$ cat src/rtl/truth_table_checker_pkg.sv
// Shared definitions for the gate self-test checker: FSM encoding and
// reference truth tables for two-input gates (bit i = y for vector i).
package truth_table_checker_pkg;

  typedef enum logic [1:0] {
    ST_IDLE = 2'd0,
    ST_RUN  = 2'd1,
    ST_FIN  = 2'd2
  } state_e;

  localparam int SETTLE_W = 4;

  localparam logic [3:0] TT_AND  = 4'b1000;
  localparam logic [3:0] TT_OR   = 4'b1110;
  localparam logic [3:0] TT_NAND = 4'b0111;
  localparam logic [3:0] TT_NOR  = 4'b0001;
  localparam logic [3:0] TT_XOR  = 4'b0110;
  localparam logic [3:0] TT_XNOR = 4'b1001;

endpackage

$ cat src/rtl/truth_table_checker_vec_sequencer.sv
// Walks every input vector once per run, holding each for SETTLE+1 cycles
// and flagging the cycle on which the gate output should be sampled.
module vec_sequencer
  import truth_table_checker_pkg::*;
#(
  parameter int N_IN   = 2,
  parameter int SETTLE = 1
) (
  input  logic            clk,
  input  logic            rst_n,
  input  logic            load,
  input  logic            run,
  output logic [N_IN-1:0] stim,
  output logic            sample_en,
  output logic            last_vec
);

  localparam logic [SETTLE_W-1:0] SETTLE_V = SETTLE_W'(SETTLE);

  logic [N_IN-1:0]     stim_r;
  logic [SETTLE_W-1:0] settle_r;

  // Vector counter and per-vector settle countdown
  always_ff @(posedge clk) begin
    if (!rst_n) begin
      stim_r   <= {N_IN{1'b0}};
      settle_r <= {SETTLE_W{1'b0}};
    end else if (load) begin
      stim_r   <= {N_IN{1'b0}};
      settle_r <= SETTLE_V;
    end else if (run) begin
      if (settle_r != {SETTLE_W{1'b0}}) begin
        settle_r <= settle_r - SETTLE_W'(1'b1);
      end else if (stim_r == {N_IN{1'b1}}) begin
        // Final vector sampled: park at zero, never wrap into a second pass
        stim_r   <= {N_IN{1'b0}};
        settle_r <= {SETTLE_W{1'b0}};
      end else begin
        stim_r   <= stim_r + N_IN'(1'b1);
        settle_r <= SETTLE_V;
      end
    end else begin
      stim_r   <= {N_IN{1'b0}};
      settle_r <= {SETTLE_W{1'b0}};
    end
  end

  assign stim      = stim_r;
  assign sample_en = run && (settle_r == {SETTLE_W{1'b0}});
  assign last_vec  = (stim_r == {N_IN{1'b1}});

endmodule

$ cat config.mk
export PLATFORM = sky130hd
export DESIGN_NAME = vec_sequencer
export DESIGN_NICKNAME = d
export VERILOG_FILES = /design/src/rtl/truth_table_checker_pkg.sv /design/src/rtl/truth_table_checker_vec_sequencer.sv
export SDC_FILE = /design/constraint.sdc
export NUM_CORES = 1
export LEC_CHECK = 0
export BUFFER_PORTS_ARGS = -buffer_cell sky130_fd_sc_hd__buf_4
export CAP_MARGIN = 20
export CELL_PAD_IN_SITES_DETAIL_PLACEMENT = 1
export CELL_PAD_IN_SITES_GLOBAL_PLACEMENT = 1
export CORE_AREA = 2 2 39 41
export CTS_CLUSTER_DIAMETER = 40
export CTS_CLUSTER_SIZE = 40
export DETAILED_ROUTE_END_ITERATION = 8
export DIE_AREA = 0 0 41 43
export PLACE_DENSITY = 0.63
export SLEW_MARGIN = 10
export SYNTH_ARGS = -nofsm -noshare
export SYNTH_HDL_FRONTEND = slang
export SYNTH_SLANG_ARGS = --single-unit
$ cat constraint.sdc
create_clock -name clk -period 1.2 [get_ports clk]
set_input_delay 0.12 -clock clk [delete_from_list [all_inputs] [get_ports clk]]
set_output_delay 0.12 -clock clk [all_outputs]
set_load 0.01 [all_outputs]
==> flow_metrics.tcl <==
set metrics [dict create \
    outcome "complete, but fails checks" \
    failed_checks "setup timing" \
    dr.pass1.iters 2 \
    crit_arrival_ns 1.18 \
    leakage_nw 0.190 \
    grt_max_degree 6 \
    rows 14 \
    grt_use_total 0.0958 \
    crit_end "sample_en" \
    r2r_slack_ns -0.04 \
    drive_gt1_frac 0.465 \
    crit_chain "inv_2 -> ha_4 -> nor3b_4 -> and2_4 -> buf_6" \
    rsz0062_at_grt "yes" \
    timing.hold.ws_ns 0.112 \
    core_sq_um 1380 \
    place.gp.congestion 0.621 \
    critical_path_class "flip-flop to output pin" \
    tightest_slew_ns 0.204 \
    antenna_found_initial 0 \
    cts-hold-fix-buffers 0 \
    period_share 1.08 \
    min_path_type "input pin to flip-flop" \
    slew-limit-headroom 0.863 \
    final_nets 51 \
    max_stage_delay_ns 0.32 \
    path_clk_slew_ns 0.05 \
    yosysUniqueCellTypes 14 \
    drcViolationCount 0 \
    yosysWarnings 0 \
    initialDrtViolationCount 1 \
    finalClockSkew_ns 0.00234 \
    synth_nets 36 \
    min_period_ns 1.30 \
    end_kind "output pin" \
    pre_cts_slack_ns -0.0752 \
    dieArea_sq_um 1760 \
    initial_core_util 0.206 \
    critical-path-top-delay-family "simple AND/OR/NAND/NOR gates" \
    fin_util 0.307 \
    synth-seq-area-share 0.421 \
    critPathLaunch "settle_r[0]" \
    numCtsBuffers 3 \
    slew_violations 0 \
    via_per_inst 4.24 \
    dieHeight_um 43 \
    syn_area_per_cell_sq_um 9.51 \
    num_antenna_cells 0 \
    required_ns 1.08 \
    cts.path.max_buffers 2 \
    timing.max_cap.violations 0 \
    clkSinkCount 6 \
    overflow 0 \
    ir_worst_vdd_v 0.000642 \
    report.final.hold_viol_count 0 \
    htreeDepth 1 \
    io_pins 8 \
    setup_violations 2 \
    synth_area_sq_um 285 \
    cts_root_buffer "clkbuf_4" \
    grt_pass1_vias 251 \
    drtAntennaViolNets 0 \
    insertion_delay_ns 0.24 \
    wl_um 574 \
    dieWidth_um 41 \
    synth-seq-cells 6 \
    start_kind "flip-flop" \
    max_clock_freq_mhz 770 \
    cts_tree "done" \
    num_vias 250 \
    rr_endpoint "settle_r[0]" \
    holdCritStartpoint "rst_n" \
    crit_slowest_cell "dfxtp_2" \
    area_growth_pct 48.7 \
    critical_path_depth 5 \
    routedWlPerCell_um 9.73 \
    cp_max_fo 2 \
    p_per_area_nw_per_um2 1150 \
    layout_setup_ws_ns -0.0986 \
    reg2reg_depth 6 \
    dp_hpwl_um 460 \
    path_buf_inv 2 \
    grt_pass1_wl_mm 1.05 \
    port_buffers 7 \
    rr_startpoint "settle_r[1]" \
    syn_inst 30 \
]
## repair_timing
item / CTS / global route
setup endpoints to repair: 4 / 4
buffers inserted: 1 / 0
endpoints found under the hold margin: 0 / 0
pin swaps: 2 / 2
resized for setup: 7 / 0
## state kept, by name, indices dropped and copies added (netlist names)
signal    flops
settle_r      4
stim          2
## through the flow
| stage | instances | instance area [sq um] | setup TNS (ns) | power [mW] |
|---|---|---|---|---|
| after floorplan | 30 | 288 | 0 | 0.263 |
| after global placement | 55 | 375 | -0.169 | 0.295 |
| after detailed placement | 55 | 375 | -0.206 | 0.296 |
| after CTS | 59 | 424 | -0.207 | 0.503 |
| after global routing | 59 | 424 | -0.472 | 0.524 |
| final | 59 | 424 | -0.134 | 0.488 |
## worst min path at each step
stage | slack [ns] | end | depth (start not counted)
finish | 0.11 | settle_r[0] | 2
detailed placement | 0.36 | settle_r[0] | 2
global placement | 0.36 | settle_r[0] | 2
floorplan | 0.25 | settle_r[0] | 1
CTS | 0.11 | settle_r[0] | 2
global route | 0.11 | settle_r[0] | 2
## layout make-up
cell class,count,area (sq um)
Multi-Input combinational cell,22,173
Sequential cell,6,123
Inverter,2,7.51
Timing Repair Buffer,10,78.8
Tap cell,16,20.0
Clock buffer,3,22.5
Fill cell,173,960
## cell families after synthesis
| family | synth area share |
|---|---|
| AOI/OAI and AO/OA | 0.0658 |
| DFF | 0.421 |
| muxes | 0.105 |
| buffers and inverters | 0.0263 |
| adders and majority gates | 0.0877 |
| and+or+nand+nor | 0.294 |
## cell usage in the layout (no fill, tap or decap), drive strengths merged
master | netlist | layout
nand2b | 2 | 2
buf | 0 | 10
and2 | 1 | 1
or2 | 1 | 1
clkbuf | 0 | 3
a21oi | 2 | 2
dfxtp | 6 | 6
nand3b | 1 | 1
ha | 2 | 2
a22o | 1 | 1
nor3b | 1 | 1
mux2i | 3 | 3
nor2 | 5 | 5
nand2 | 1 | 1
nor3 | 2 | 2
inv | 2 | 2
## synth_stat cells
cell type / number / area (sq um)
nand2_1: 1 / 3.75
nand3b_1: 1 / 7.51
nand2b_1: 2 / 12.5
or2_1: 1 / 6.26
a21oi_1: 2 / 10.0
nor2_1: 5 / 18.8
dfxtp_1: 6 / 120
a22o_1: 1 / 8.76
nor3b_4: 1 / 18.8
ha_1: 2 / 25.0
inv_1: 2 / 7.51
mux2i_1: 3 / 30.0
nor3_1: 2 / 10.0
and2_1: 1 / 6.26
## metal layers
layer  up-vias  wire [um]  global-route usage  share of wire
met5         -          0                   0              0
met1       115        230              0.0945           0.40
met4         0          0              0.0400              0
met2         6        309               0.131           0.54
met3         0         35              0.0942          0.061
li1        129          -                   -              -
## where the power goes
group / internal [mW] / total [mW] / switching [mW]
Combinational: 0.0574 / 0.0933 / 0.0359
Clock: 0.113 / 0.182 / 0.0689
Sequential: 0.207 / 0.213 / 0.00535
Total: 0.378 / 0.488 / 0.110
(Power assumes the default switching activity.)
